<file path="src/rtl/program_loader.sv">
// Host byte-stream loader: parses header/count/payload/checksum frames and drives
// the shared write port of the 16x8 instruction and data memories.
module program_loader (
    input  logic       clk,
    input  logic       reset,
    input  logic [7:0] in_data,
    input  logic       in_valid,
    output logic       in_ready,
    output logic       load,
    output logic       is_instruction,
    output logic [3:0] load_address,
    output logic [7:0] cpu_input,
    output logic       cpu_hold,
    output logic       done,
    output logic       error
);

    typedef enum logic [1:0] {
        S_IDLE    = 2'd0,
        S_COUNT   = 2'd1,
        S_PAYLOAD = 2'd2,
        S_CHECK   = 2'd3
    } state_t;

    state_t     state_q;
    logic [3:0] addr_q;
    logic [3:0] remaining_q;
    logic [7:0] acc_q;

    logic       in_ready_q;
    logic       load_q;
    logic       is_instr_q;
    logic [3:0] load_address_q;
    logic [7:0] cpu_input_q;
    logic       cpu_hold_q;
    logic       done_q;
    logic       error_q;

    logic       xfer_s;

    // A byte moves only when the host offers it and we have left reset.
    assign xfer_s = in_valid & in_ready_q;

    assign in_ready       = in_ready_q;
    assign load           = load_q;
    assign is_instruction = is_instr_q;
    assign load_address   = load_address_q;
    assign cpu_input      = cpu_input_q;
    assign cpu_hold       = cpu_hold_q;
    assign done           = done_q;
    assign error          = error_q;

    // Frame parser with registered memory-port and status outputs.
    always_ff @(posedge clk) begin
        if (reset) begin
            state_q        <= S_IDLE;
            addr_q         <= 4'd0;
            remaining_q    <= 4'd0;
            acc_q          <= 8'd0;
            in_ready_q     <= 1'b0;
            load_q         <= 1'b0;
            is_instr_q     <= 1'b0;
            load_address_q <= 4'd0;
            cpu_input_q    <= 8'd0;
            cpu_hold_q     <= 1'b0;
            done_q         <= 1'b0;
            error_q        <= 1'b0;
        end else begin
            in_ready_q <= 1'b1;
            load_q     <= 1'b0;
            done_q     <= 1'b0;
            error_q    <= 1'b0;
            if (xfer_s) begin
                case (state_q)
                    S_IDLE: begin
                        if (in_data[6:4] != 3'b000) begin
                            error_q <= 1'b1;
                        end else begin
                            is_instr_q <= in_data[7];
                            addr_q     <= in_data[3:0];
                            cpu_hold_q <= 1'b1;
                            state_q    <= S_COUNT;
                        end
                    end
                    S_COUNT: begin
                        remaining_q <= in_data[3:0];
                        acc_q       <= 8'd0;
                        state_q     <= S_PAYLOAD;
                    end
                    S_PAYLOAD: begin
                        load_q         <= 1'b1;
                        load_address_q <= addr_q;
                        cpu_input_q    <= in_data;
                        acc_q          <= acc_q ^ in_data;
                        addr_q         <= addr_q + 4'd1;
                        if (remaining_q == 4'd0) begin
                            state_q <= S_CHECK;
                        end else begin
                            remaining_q <= remaining_q - 4'd1;
                        end
                    end
                    S_CHECK: begin
                        // Writes already issued stay in memory; only the status differs.
                        if (in_data == acc_q) begin
                            done_q <= 1'b1;
                        end else begin
                            error_q <= 1'b1;
                        end
                        cpu_hold_q <= 1'b0;
                        state_q    <= S_IDLE;
                    end
                    default: begin
                        cpu_hold_q <= 1'b0;
                        state_q    <= S_IDLE;
                    end
                endcase
            end
        end
    end

endmodule

</file>
<file path="config.mk">
export PLATFORM = sky130hd
export DESIGN_NAME = program_loader
export DESIGN_NICKNAME = d
export VERILOG_FILES = /design/src/rtl/program_loader.sv
export SDC_FILE = /design/constraint.sdc
export NUM_CORES = 1
export LEC_CHECK = 0
export ABC_AREA = 0
export ABC_CLOCK_PERIOD_IN_PS = 4000
export BUFFER_PORTS_ARGS = -buffer_cell sky130_fd_sc_hd__buf_2
export CAP_MARGIN = 10
export CORE_UTILIZATION = 45
export CTS_BUF_LIST = sky130_fd_sc_hd__clkbuf_8 sky130_fd_sc_hd__clkbuf_16
export DETAILED_ROUTE_END_ITERATION = 6
export PLACE_DENSITY = 0.66
export SETUP_SLACK_MARGIN = 0.1
export SLEW_MARGIN = 20
export SYNTH_ARGS = -nofsm -noshare
export SYNTH_HDL_FRONTEND = slang
export SYNTH_SLANG_ARGS = --single-unit
</file>
<file path="constraint.sdc">
create_clock -name clk -period 4 [get_ports clk]
set_input_delay 0.2 -clock clk [delete_from_list [all_inputs] [get_ports clk]]
set_output_delay 0.2 -clock clk [all_outputs]
set_load 0.01 [all_outputs]
</file>
==> Yosys cells after proc, flatten, opt, wreduce, memory -nomap -nowiden <==
Index checks and enable logic that the tools add are counted.
{ "classes": {"n_addsub": 2, "eq_ne": 7, "muxes": 16, "bitwise": 5, "reduce_logical": 15} }
{ "op_table": {"columns": ["operator", "n"], "rows": [
  ["4-bit case mux with 2 select lines", 2],
  ["8-bit case mux with 2 select lines", 1],
  ["3-bit AND reduction", 5],
  ["8-bit == test", 1],
  ["4-bit two-way mux", 2],
  ["2-bit case mux with 4 select lines", 1],
  ["8-bit bitwise XOR", 1],
  ["1-bit two-way mux", 6],
  ["2-bit != test (second input constant)", 3],
  ["2-bit nonzero test", 3],
  ["4-bit by 1-bit adder with 4-bit output (second input constant)", 1],
  ["2-bit == test (second input constant)", 2],
  ["4-bit zero test", 1],
  ["2-bit two-way mux", 2],
  ["1-bit case mux with 2 select lines", 2],
  ["2-bit AND reduction", 2],
  ["4-bit by 1-bit subtractor with 4-bit output (second input constant)", 1],
  ["1-bit NOT", 3],
  ["3-bit nonzero test", 1],
  ["3-bit OR reduction", 1],
  ["2-bit by 1-bit == test with 1-bit output (second input constant)", 1],
  ["2-bit zero test", 1],
  ["2-bit OR reduction", 1],
  ["1-bit bitwise AND", 1]
]} }
{ "word_totals": {"register_bits": 36, "input_bits": 11, "out_inout_bits": 18, "word_cells": 57} }

==> Longest topological paths before layout <==
{ "logic_depth": {"word_depth": 3, "mapped_depth": 8, "depth_no_buf": 6} }

==> Least setup slack after synthesis <==
OpenSTA, ideal clock, no wires.
{ "synth_path": {"path_type": "register to register", "start": "register state_q[0]", "end": "register remaining_q[2]", "setup_ps": 132, "t_arrival_ps": 1457, "required_ps": 3868, "path_slack_ps": 2411, "path_stages_with_launch": 7, "n_path_buf": 0, "period_less_slack_ps": 1589, "path_cell_list": "dfxtp_1 -> inv_1 -> ha_1 -> and4bb_1 -> or3_1 -> o21ai_1 -> a21oi_1"} }
{ "synth_via": {"elab_chain_len": 3, "elab_cells_between_ends": 6, "cone_classes": "eq/ne: 3; mux: 1; reduce/logical: 2"} }
{ "synth_rtl": {"columns": ["item", "line", "source"], "rows": [
  ["from (decl)", "25", "state_t state_q;"],
  ["from (signal assigned)", "56", "state_q <= S_IDLE;"],
  ["from (signal assigned)", "82", "state_q <= S_COUNT;"],
  ["from (signal assigned)", "88", "state_q <= S_PAYLOAD;"],
  ["2-bit == test or 2-bit by 1-bit == test with 1-bit output (tied branches)", "74", "case (state_q)"],
  ["2-bit != test (no source line) or 2-bit nonzero test (tied branches)", null, null],
  ["3-bit AND reduction (no source line)", null, null],
  ["to (signal assigned)", "86", "remaining_q <= in_data[3:0];"],
  ["to (signal assigned)", "99", "remaining_q <= remaining_q - 4'd1;"],
  ["to (decl)", "27", "logic [3:0] remaining_q;"]
]} }
Parallel ways exist; a longest one is shown, timed or not.
A chain may end at the register's enable or synchronous reset.

==> Worst setup path in the final report <==
{ "layout_path": {"start": "register state_q[0]", "end": "register acc_q[6]"} }
{ "layout_via": {"elab_chain_len": 3, "elab_cells_between_ends": 5, "cone_classes": "eq/ne: 2; mux: 1; reduce/logical: 2"} }
{ "layout_rtl": {"columns": ["item", "line", "source"], "rows": [
  ["2-bit == test or 2-bit by 1-bit == test with 1-bit output (tied branches)", "74", null],
  ["2-bit nonzero test (no source line)", null, null],
  ["2-bit AND reduction (no source line)", null, null],
  ["to (signal assigned)", "94", "acc_q <= acc_q ^ in_data;"],
  ["to (decl)", "28", "logic [7:0] acc_q;"]
]} }
Parallel ways exist; a longest one is shown, timed or not.

==> metrics.md <==
| Metric | Value |
|---|---|
| Core area | 0.00372 mm2 |
| Global-route wire length before repair | 6.74 mm |
| Library cells used by synthesis | 41 |
| RSZ-0062 raised after global routing | no |
| Fin cells | 279 |
| Clock slew at reported path FFs | 0.07 ns |
| Crit path required time | 4.21 ns |
| Post-synth EDFFs | 0 |
| CTS tree | built |
| Routed length per placed instance | 13.5 um |
| Post-synth top flop | dfxtp_1 |
| Post-CTS setup buffers | 0 |
| DP HPWL | 2.57 mm |
| Fin worst setup slack | 1.63 ns |
| Crit path kind | register to register |
| MaxCap Viol Count | 0 |
| Maximum VDD drop | 0.000172 V |
| Final Hold Viols | 0 |
| Skew-Pair Late Insertion Delay | 0.28 ns |
| Worst EP arrival | 2.58 ns |
| Status | finished clean |
| Max FO, Critical Path | 23 |
| FFs w/ async S/R, synth | 0 |
| Grt ovf | 0 |
| Global Route Usage Sum | 0.212 |
| DRC | 0 |
| Relative slew slack | 0.545 |
| Initial core utilization | 0.474 |
| DR iter-0 viols | 86 |
| Post-Syn Area per Cell | 8.35 um2 |
| # IOs | 29 |
| Site Rows | 22 |
| Cell count after synthesis | 211 |
| DRT Pass-1 Iters | 4 |
| Commonest cells after routing, fill and taps aside | dfxtp_1, nand2_1, buf_2, a21oi_1, nor2_1 |
| Worst-margin pin slew | 0.682 ns |
| Die H | 64.6 um |
| Routed WL | 3.78 mm |
| Finished Cell Area | 0.00198 mm2 |
| Die X | 64.6 um |
| End of the critical path | acc_q[6] |
| Min-delay worst type | primary input to register |
| Startpoint types | register |
| Via count | 1,495 |
| Layout cells sized above 1 | 0.165 |
| R2R depth | 6 |
| Register-to-Register Setup Slack | 1.63 ns |
| Pleak | 0.807 nW |
| Worst setup EP type | register |
| Part of the cycle the worst path needs | 0.593 |
| Clk sinks | 36 |
| Final antenna-violating net count | 0 |
| Routed vias/inst | 5.36 |
| Commonest non-fill, non-tap cell in the layout | dfxtp_1 |
| Clock buffer depth | 2 |
| Min Tclk post-route | 2.37 ns |
| GP Congestion | 0.798 |
| Skew final | 0.00325 ns |
| Final setup vio count | 0 |
| Pin count of the biggest net entering global routing | 37 |
| Ant. Diodes | 0 |
| Reg2Reg Launch Point | state_q[0] |
| Slew Limit Fails | 0 |
| Inst Count DP | 272 |
| Mapped Area | 0.00176 mm2 |
| Antenna violations before repair | 0 |
| I/O Buffers | 28 |
| Dpl cell area | 0.00189 mm2 |
| Worst Hold Depth | 3 |
| Place WS | 1.65 ns |
| Die footprint | 0.00417 mm2 |
| Root Buffer | clkbuf_8 |
| CTS buffer count | 5 |
| Sequential share of the synthesized area | 0.409 |
| Hold_ws | 0.210 ns |
| Area Overhead vs Synth | 12.6% |
| CTS Hold Bufs | 0 |
| Crit. Startpoint | state_q[0] |
| Setup_tns | 0 ns |
| Final net count | 249 |
| Max Clock Freq | 0.422 GHz |
| RR Endpoint | acc_q[6] |
| Power density over the cells | 347 mW/mm2 |
| Vias in the first global route | 1,434 |
| H-tree levels | 2 |
| Syn_nets | 229 |
| Post_cts resized | 0 |
| Yosys warns | 0 |
| Synth Register Bits | 36 |
sequential cells by signal (all words and copies together), names as in the netlist:
name and cells:
remaining_q 4, cpu_hold 1, state_q 2, load_address 4, cpu_input 8, acc_q 8, done 1, load 1
is_instruction 1, error 1, addr_q 4, in_ready 1
final cells by class:
type                            instances  area (um2)
Fill cell                             372        1730
Tap cell                               48        60.1
Multi-Input combinational cell        155         947
Clock buffer                            7        96.3
Inverter                                5        18.8
Sequential cell                        36         721
Timing Repair Buffer                   28         140
how the worst min path moves through the flow:
| stage | endpoint | start | slack, ns |
|---|---|---|---|
| 5_1_grt | cpu_input[3] | in_data[3] | 0.21 |
| 6_report | cpu_input[2] | in_data[2] | 0.21 |
| 4_1_cts | cpu_input[2] | in_data[2] | 0.21 |
| 3_3_place_gp | load_address[1] | load_address[1] | 0.44 |
| 2_1_floorplan | cpu_input[0] | in_data[0] | 0.34 |
| 3_5_place_dp | cpu_input[0] | cpu_input[0] | 0.45 |
metrics by stage:
stage          utilization  power (mW)
2_1_floorplan            -       0.405
3_3_place_gp         0.508       0.419
3_5_place_dp         0.508       0.419
4_1_cts              0.534       0.695
5_1_grt              0.534       0.724
6_report             0.534       0.687
critical path, stage by stage (launching register included):
cell and delay [ns]:
dfxtp_1 0.34, inv_1 0.12, ha_1 0.61, and3_1 0.58, and2_1 0.36, a21oi_1 0.12, nor3_1 0.16
layer usage:
layer,vias up,track usage,routed length (um)
li1,775,-,-
met1,688,0.276,1880
met2,30,0.333,1700
met3,2,0.0739,171
met4,0,0.0500,14
met5,-,0,0
power by group:
| group | total (mW) | switching (mW) | internal [mW] |
|---|---|---|---|
| Clock | 0.277 | 0.123 | 0.153 |
| Combinational | 0.0449 | 0.0282 | 0.0166 |
| Sequential | 0.366 | 0.00375 | 0.362 |
| Total | 0.687 | 0.155 | 0.532 |
cell usage after synthesis (2+ instances only):
cell	n	area, um2
dfxtp_1	36	721
nand2_1	29	109
a21oi_1	25	125
nor2_1	14	52.6
nor3_1	11	55.1
xnor2_1	8	70.1
ha_1	7	87.6
o211a_1	7	70.1
o21ai_0	7	35.0
buf_2	6	30.0
clkbuf_1	6	22.5
inv_1	5	18.8
nand4_1	4	25.0
nor2b_1	4	25.0
and3_1	3	18.8
mux2i_1	3	30.0
nand2b_1	3	18.8
nand3_1	3	15.0
a31oi_1	2	12.5
and2_1	2	12.5
nor3b_1	2	15.0
o211ai_1	2	15.0
o21a_1	2	15.0
o21ai_1	2	10.0
o31a_1	2	17.5
kinds of logic after synthesis:
kind of cell	Yosys count	synth area share
flip-flops	36	0.409
adder cells (fa/ha/maj)	7	0.0497
multiplexers	3	0.0170
AND/OR/NAND/NOR	82	0.230
AO/OA/AOI/OAI	55	0.201
buffers and inverters	20	0.0533
XOR/XNOR	8	0.0398
Power figures use the tool's default switching activity.
